==> src/rtl/dmem_mmio_if.sv <==
// dmem_mmio_if: core data-port plus TX stream and halt signals for dmem_mmio.
//   we, a, wd, tx_ready   : driven by the master (core / bench)
//   rd, tx_valid, tx_data,
//   halt, halt_code       : driven by the slave (dmem_mmio)
interface dmem_mmio_if;
  logic        we;
  logic [31:0] a;
  logic [31:0] wd;
  logic [31:0] rd;
  logic        tx_valid;
  logic [7:0]  tx_data;
  logic        tx_ready;
  logic        halt;
  logic [31:0] halt_code;

  modport master (
    output we, a, wd, tx_ready,
    input  rd, tx_valid, tx_data, halt, halt_code
  );

  modport slave (
    input  we, a, wd, tx_ready,
    output rd, tx_valid, tx_data, halt, halt_code
  );
endinterface

==> src/rtl/dmem_mmio.sv <==
// dmem_mmio: data-side memory responder. Word RAM for a[31]=0, MMIO window for
// a[31]=1 (CYCLE, TXDATA, STATUS, HALT decoded on a[4:2]).
// Ports:
//   clk, reset   clock, asynchronous active-high reset
//   bus (slave)  we/a/wd store port, rd combinational load data,
//                tx_valid/tx_data/tx_ready byte stream, halt/halt_code
// Optional feature: define DMEM_MMIO_CYCLE_EN to build the 32-bit CYCLE
// counter; otherwise CYCLE reads return 0 and no counter flops exist.
module dmem_mmio #(
  parameter int unsigned RAM_WORDS  = 64,
  parameter int unsigned FIFO_DEPTH = 4
) (
  input  logic        clk,
  input  logic        reset,
  dmem_mmio_if.slave  bus
);

  localparam int unsigned RAW = $clog2(RAM_WORDS);
  localparam int unsigned PW  = $clog2(FIFO_DEPTH);
  localparam int unsigned CW  = PW + 1;

  localparam logic [2:0] OFF_CYCLE  = 3'd0;
  localparam logic [2:0] OFF_TXDATA = 3'd1;
  localparam logic [2:0] OFF_STATUS = 3'd2;
  localparam logic [2:0] OFF_HALT   = 3'd3;

  logic [31:0]   ram [RAM_WORDS];
  logic [7:0]    fmem [FIFO_DEPTH];
  logic [PW-1:0] rd_ptr, wr_ptr;
  logic [CW-1:0] count;
  logic          ovf;
  logic          halt_q;
  logic [31:0]   halt_code_q;
  logic [31:0]   cycle_val;

  logic [RAW-1:0] ram_idx;
  logic [2:0]     off;
  logic           is_mmio;
  logic           st_tx, st_status, st_halt;
  logic           empty, full, pop, push_ok;
  logic [31:0]    status_val;
  logic           unused_addr;

  // Decode
  assign ram_idx   = bus.a[RAW+1:2];
  assign off       = bus.a[4:2];
  assign is_mmio   = bus.a[31];
  assign st_tx     = bus.we & is_mmio & (off == OFF_TXDATA);
  assign st_status = bus.we & is_mmio & (off == OFF_STATUS);
  assign st_halt   = bus.we & is_mmio & (off == OFF_HALT);
  assign unused_addr = ^bus.a;

  // FIFO handshake; a full FIFO still accepts a push when the head pops
  assign empty   = (count == '0);
  assign full    = (count == CW'(FIFO_DEPTH));
  assign pop     = ~empty & bus.tx_ready;
  assign push_ok = st_tx & (~full | pop);

  assign status_val = {24'b0, 4'(count), 1'b0, ovf, full, empty};

  // RAM: not reset, contents survive reset
  always_ff @(posedge clk) begin
    if (bus.we && !is_mmio) ram[ram_idx] <= bus.wd;
  end

  // FIFO storage: contents are don't-care after reset
  always_ff @(posedge clk) begin
    if (push_ok) fmem[wr_ptr] <= bus.wd[7:0];
  end

  // FIFO pointers and occupancy
  always_ff @(posedge clk or posedge reset) begin
    if (reset) begin
      rd_ptr <= '0;
      wr_ptr <= '0;
      count  <= '0;
    end else begin
      if (pop)     rd_ptr <= rd_ptr + PW'(1);
      if (push_ok) wr_ptr <= wr_ptr + PW'(1);
      unique case ({push_ok, pop})
        2'b10:   count <= count + CW'(1);
        2'b01:   count <= count - CW'(1);
        default: count <= count;
      endcase
    end
  end

  // Sticky overflow; TXDATA and STATUS stores are mutually exclusive
  always_ff @(posedge clk or posedge reset) begin
    if (reset) begin
      ovf <= 1'b0;
    end else if (st_status) begin
      ovf <= 1'b0;
    end else if (st_tx && !push_ok) begin
      ovf <= 1'b1;
    end
  end

  // First HALT store wins; later ones are ignored
  always_ff @(posedge clk or posedge reset) begin
    if (reset) begin
      halt_q      <= 1'b0;
      halt_code_q <= '0;
    end else if (st_halt && !halt_q) begin
      halt_q      <= 1'b1;
      halt_code_q <= bus.wd;
    end
  end

`ifdef DMEM_MMIO_CYCLE_EN
  // Free-running edge counter since reset release
  logic [31:0] cycle_q;
  always_ff @(posedge clk or posedge reset) begin
    if (reset) cycle_q <= '0;
    else       cycle_q <= cycle_q + 32'd1;
  end
  assign cycle_val = cycle_q;
`else
  assign cycle_val = '0;
`endif

  // Combinational load path
  always_comb begin
    bus.rd = '0;
    if (!is_mmio) begin
      bus.rd = ram[ram_idx];
    end else begin
      unique case (off)
        OFF_CYCLE:  bus.rd = cycle_val;
        OFF_STATUS: bus.rd = status_val;
        OFF_HALT:   bus.rd = halt_code_q;
        default:    bus.rd = '0;
      endcase
    end
  end

  assign bus.tx_valid  = ~empty;
  assign bus.tx_data   = fmem[rd_ptr];
  assign bus.halt      = halt_q;
  assign bus.halt_code = halt_code_q;

endmodule

==> src/flat_wrapper.sv <==
// flat-port wrapper written by rule: the top's interface ports become plain ports
module dmem_mmio_flat 
#(
  parameter int unsigned RAM_WORDS  = 64,
  parameter int unsigned FIFO_DEPTH = 4
)
  (clk, reset, bus_we, bus_a, bus_wd, bus_tx_ready, bus_rd, bus_tx_valid, bus_tx_data, bus_halt, bus_halt_code);
  dmem_mmio_if bus_i ();
  input  logic clk;
  input  logic reset;
  input wire logic [$bits(bus_i.we)-1:0] bus_we;
  input wire logic [$bits(bus_i.a)-1:0] bus_a;
  input wire logic [$bits(bus_i.wd)-1:0] bus_wd;
  input wire logic [$bits(bus_i.tx_ready)-1:0] bus_tx_ready;
  output wire logic [$bits(bus_i.rd)-1:0] bus_rd;
  output wire logic [$bits(bus_i.tx_valid)-1:0] bus_tx_valid;
  output wire logic [$bits(bus_i.tx_data)-1:0] bus_tx_data;
  output wire logic [$bits(bus_i.halt)-1:0] bus_halt;
  output wire logic [$bits(bus_i.halt_code)-1:0] bus_halt_code;
  assign bus_i.we = bus_we;
  assign bus_i.a = bus_a;
  assign bus_i.wd = bus_wd;
  assign bus_i.tx_ready = bus_tx_ready;
  assign bus_rd = bus_i.rd;
  assign bus_tx_valid = bus_i.tx_valid;
  assign bus_tx_data = bus_i.tx_data;
  assign bus_halt = bus_i.halt;
  assign bus_halt_code = bus_i.halt_code;
  dmem_mmio #(.RAM_WORDS(RAM_WORDS), .FIFO_DEPTH(FIFO_DEPTH)) u_core (.clk(clk), .reset(reset), .bus(bus_i));
endmodule
==> config.mk <==
export PLATFORM = sky130hd
export DESIGN_NAME = dmem_mmio_flat
export DESIGN_NICKNAME = d
export VERILOG_FILES = /design/src/rtl/dmem_mmio_if.sv /design/src/rtl/dmem_mmio.sv /design/src/flat_wrapper.sv
export SDC_FILE = /design/constraint.sdc
export NUM_CORES = 2
export LEC_CHECK = 0
export BUFFER_PORTS_ARGS = -buffer_cell sky130_fd_sc_hd__buf_2
export CORE_ASPECT_RATIO = 0.75
export CORE_UTILIZATION = 35
export DETAILED_ROUTE_END_ITERATION = 10
export HOLD_SLACK_MARGIN = 0.03
export PLACE_DENSITY = 0.56
export SYNTH_ARGS = -nofsm -noshare
export SYNTH_HDL_FRONTEND = slang
export SYNTH_SLANG_ARGS = --single-unit
==> constraint.sdc <==
create_clock -name clk -period 4.1 [get_ports clk]
set_clock_uncertainty 0.05 [all_clocks]
set_input_delay 0.205 -clock clk [delete_from_list [all_inputs] [get_ports clk]]
set_output_delay 0.205 -clock clk [all_outputs]
set_load 0.005 [all_outputs]
==> results.yml <==
status:
  status: "complete, no violations"
worst_setup_path:
  critPathLaunchType: "register"
  required_ps: 3850
  critPathKind: "register to output pin"
  cp_num_buf_inv: 1
  crit_slowest_cell: "a2111oi_2"
  crit_chain: "mux4_2 -> a22oi_1 -> o21ai_1 -> a2111oi_2 -> a41oi_1 -> buf_2"
  r2r_end: "u_core.count[2]$_DFFE_PP0P_"
  critical_path.max_stage_delay_ps: 890
  r2r-start: "u_core.count[2]$_DFFE_PP0P_"
  cp_top_family: "compound AO/OA/AOI/OAI gates"
  cp-end-kind: "output pin"
  worstPathMaxFanout: 1
  r2r_cells: 8
  rrSetupSlack_ps: 2140
  cp.arrival_ps: 3570
finish:
  nFillCells: 20879
  fin_cells: 8054
  multi_input_area_sq_um: 18000
  fin_nets: 4856
  seq_area_sq_um: 63500
  areaGrowthSynthToFinish_pct: 16.0
  drive_gt1_frac: 0.250
  final_core_util: 0.408
clock_network:
  clk_latency_ps: 820
  clock-sinks: 2121
  cts_setup_buffers: 0
  cts_buffer_depth: 4
  tritoncts: "done"
  root_buffer: "clkbuf_16"
  clk_pin_slew_worst_paths_ps: 70
  htreeDepth: 4
  numCtsBuffers: 193
logic_synthesis:
  synthMuxAreaShare: 0.118
  avgSynthCellArea_sq_um: 19.0
  ys_ff_latch: 2121
  ys_seq_area_frac: 0.768
  synth_top_family_by_area: "multiplexers"
  netlist_area_sq_um: 82700
  synth_edf_count: 2080
  synth-xor-area-share: 0.000530
  ys_types: 75
  synth_fp_nets: 4426
  synth_simple_gate_area_frac: 0.0241
  synth_async_sr_flop_share: 0.0193
  syn-instance-count: 4353
  synth_compound_area_frac: 0.0678
  synth-adder-area-share: 0.000848
  yosysWarnings: 0
  ys.flop_type: "edfxtp_1"
sta:
  tightest_slew_ps: 1280
  period_share: 0.934
  min_period_ps: 3830
  rsz0062_at_grt: "false"
  hold_violations: 0
  relSlewSlack: 0.145
  finalSetupViolCount: 0
  tns_ps: 0
  drv_slew: 0
  fin_ws_ps: 270
  max_freq_mhz: 261
routing:
  num_vias: 46990
  viasPerCell: 5.83
  drt_first_pass_iters: 5
  drc: 0
  drt_iter0_drc: 7369
  wl_mm: 272
  wl_per_cell_um: 33.8
  postRouteAntennaNets: 0
floorplanning:
  start_util: 0.352
  chipWidth_um: 563
  row_count: 154
  die_h_um: 423
  io_pins: 142
  core_area_sq_um: 235000
  dieArea_sq_um: 238000
place:
  gp_congestion: 0.835
  pre_cts_slack_ps: 381
  dpl.hpwl_mm: 166
  placedCellCount: 7683
  place.port_buffers: 116
pwr:
  pwr_density_cell_nw_per_um2: 468
  vdd_drop_max_mv: 0.398
  cellLeakagePower_nw: 30.8
global_route:
  globalRouteOverflowTotal: 0
  grt_pass1_wl_mm: 371
  grt_max_degree: 70
  grt_usage: 0.224
  grt_pass1_vias: 44187
  antenna_found_initial: 22
worst_hold_path:
  hold-path-endpoint: "u_core.ram[20][5]$_DFFE_PP_"
  worstHoldPathType: "input pin to register"
  hold_depth: 1
  worstHoldStart: "bus_wd[5]"
flow_run:
  maxCapViolCount: 0
cell usage in the layout, fill, tap and decap left out, drive strengths merged, types with 9 or more instances in the layout:
cell type and n:
and2 11, a32oi 26, o2bb2ai 30, inv 12, bufinv 13, dfrtp 41
a22o 10, nand3 33, o221ai 39, a31oi 31, nand2 131, dlygate4sd3 25
clkbuf 241, a211o 13, buf 499, mux2 153, edfxtp 2080, a21oi 180
a2111oi 9, a21boi 9, o22ai 69, a22oi 127, and3 12, o21ai 83
mux2i 274, nor2 222, mux4 233, a221oi 94, a211oi 40, clkinv 82
a41oi 10, nor2b 10
what timing repair did:
action	CTS	global route
gates resized for setup	0	0
hold buffers	25	0
endpoints found under the hold margin	597	0
flip-flops by register name (all words and copies together), names as in the netlist:
| signal | cells |
|---|---|
| u_core.ram | 2048 |
| u_core.bus.halt_code | 32 |
| u_core.fmem | 32 |
| u_core.count | 3 |
| u_core.rd_ptr | 2 |
| u_core.wr_ptr | 2 |
| u_core.bus.halt | 1 |
| u_core.ovf | 1 |
cells by family after synthesis:
group | after synthesis
buffers and inverters | 298
multiplexers | 660
flip-flops | 2121
AND/OR/NAND/NOR | 460
adder cells (fa/ha/maj) | 5
AO/OA/AOI/OAI | 804
XOR/XNOR | 5
routing by layer:
layer	up-vias	global-route usage	routed length [um]
met5	-	0	59
li1	18788	-	-
met2	2742	0.327	118000
met4	8	0.0448	5530
met3	311	0.0505	30400
met1	25141	0.341	118000
per-stage QoR:
stage,area (sq um),power (mW),hold WS (ps)
floorplan,82700,26.1,254
global placement,89700,27.7,246
detailed placement,89700,27.8,250
CTS,95900,45.0,52.6
global route,95900,46.0,86.6
finish,95900,44.9,71.6
synthesized netlist by cell type (6+ instances only):
cell type	number	area [sq um]
o21ai_0	79	395
mux2i_1	274	2740
and2_1	11	68.8
buf_4	68	510
nor2_1	221	830
a211o_1	13	114
nand2_1	131	492
mux4_2	233	5250
a211oi_1	40	300
a21boi_0	9	67.6
a21oi_1	180	901
a32oi_1	26	228
a22o_1	10	87.6
buf_6	25	282
dfrtp_1	41	1030
a41oi_1	10	87.6
inv_1	7	26.3
a22oi_1	127	953
o221ai_1	39	342
nor2b_1	10	62.6
mux2_2	149	1680
a221oi_1	92	806
buf_1	20	75.1
a2111oi_0	7	61.3
nand3_1	33	165
clkbuf_1	73	274
o22ai_1	69	432
nand4_1	6	37.5
a31oi_1	31	194
buf_2	99	495
a221o_1	6	60.1
edfxtp_1	2080	62500
and3_1	12	75.1
o2bb2ai_1	30	263
where the power goes:
| group | internal, mW | leakage [nW] | switching [mW] |
|---|---|---|---|
| registers | 24.0 | 19.2 | 0.203 |
| clock network | 9.62 | 2.91 | 7.95 |
| logic | 1.12 | 8.66 | 2.02 |
| total | 34.7 | 30.8 | 10.2 |
how the worst max path moves through the flow:
| stage | from | cells after the start | to |
|---|---|---|---|
| 2_1_floorplan | bus_a[3] | 8 | u_core.ram[15][0]$_DFFE_PP_ |
| 4_1_cts | u_core.ram[14][11]$_DFFE_PP_ | 6 | bus_rd[11] |
| 5_1_grt | u_core.ram[12][11]$_DFFE_PP_ | 6 | bus_rd[11] |
| 3_3_place_gp | bus_a[2] | 9 | bus_rd[18] |
| 3_5_place_dp | bus_a[2] | 10 | bus_rd[18] |
| 6_report | u_core.ram[14][11]$_DFFE_PP_ | 6 | bus_rd[11] |
layout make-up:
type | count | share of cell area
antenna | 4 | 0.000104
tap | 3120 | 0.0407
inverter | 9 | 0.000431
timing repair buffer | 524 | 0.0476
clock inverter | 101 | 0.00848
multi-input combinational | 1934 | 0.188
clock buffer | 241 | 0.0532
sequential | 2121 | 0.662
Power figures use the tool's default switching activity.
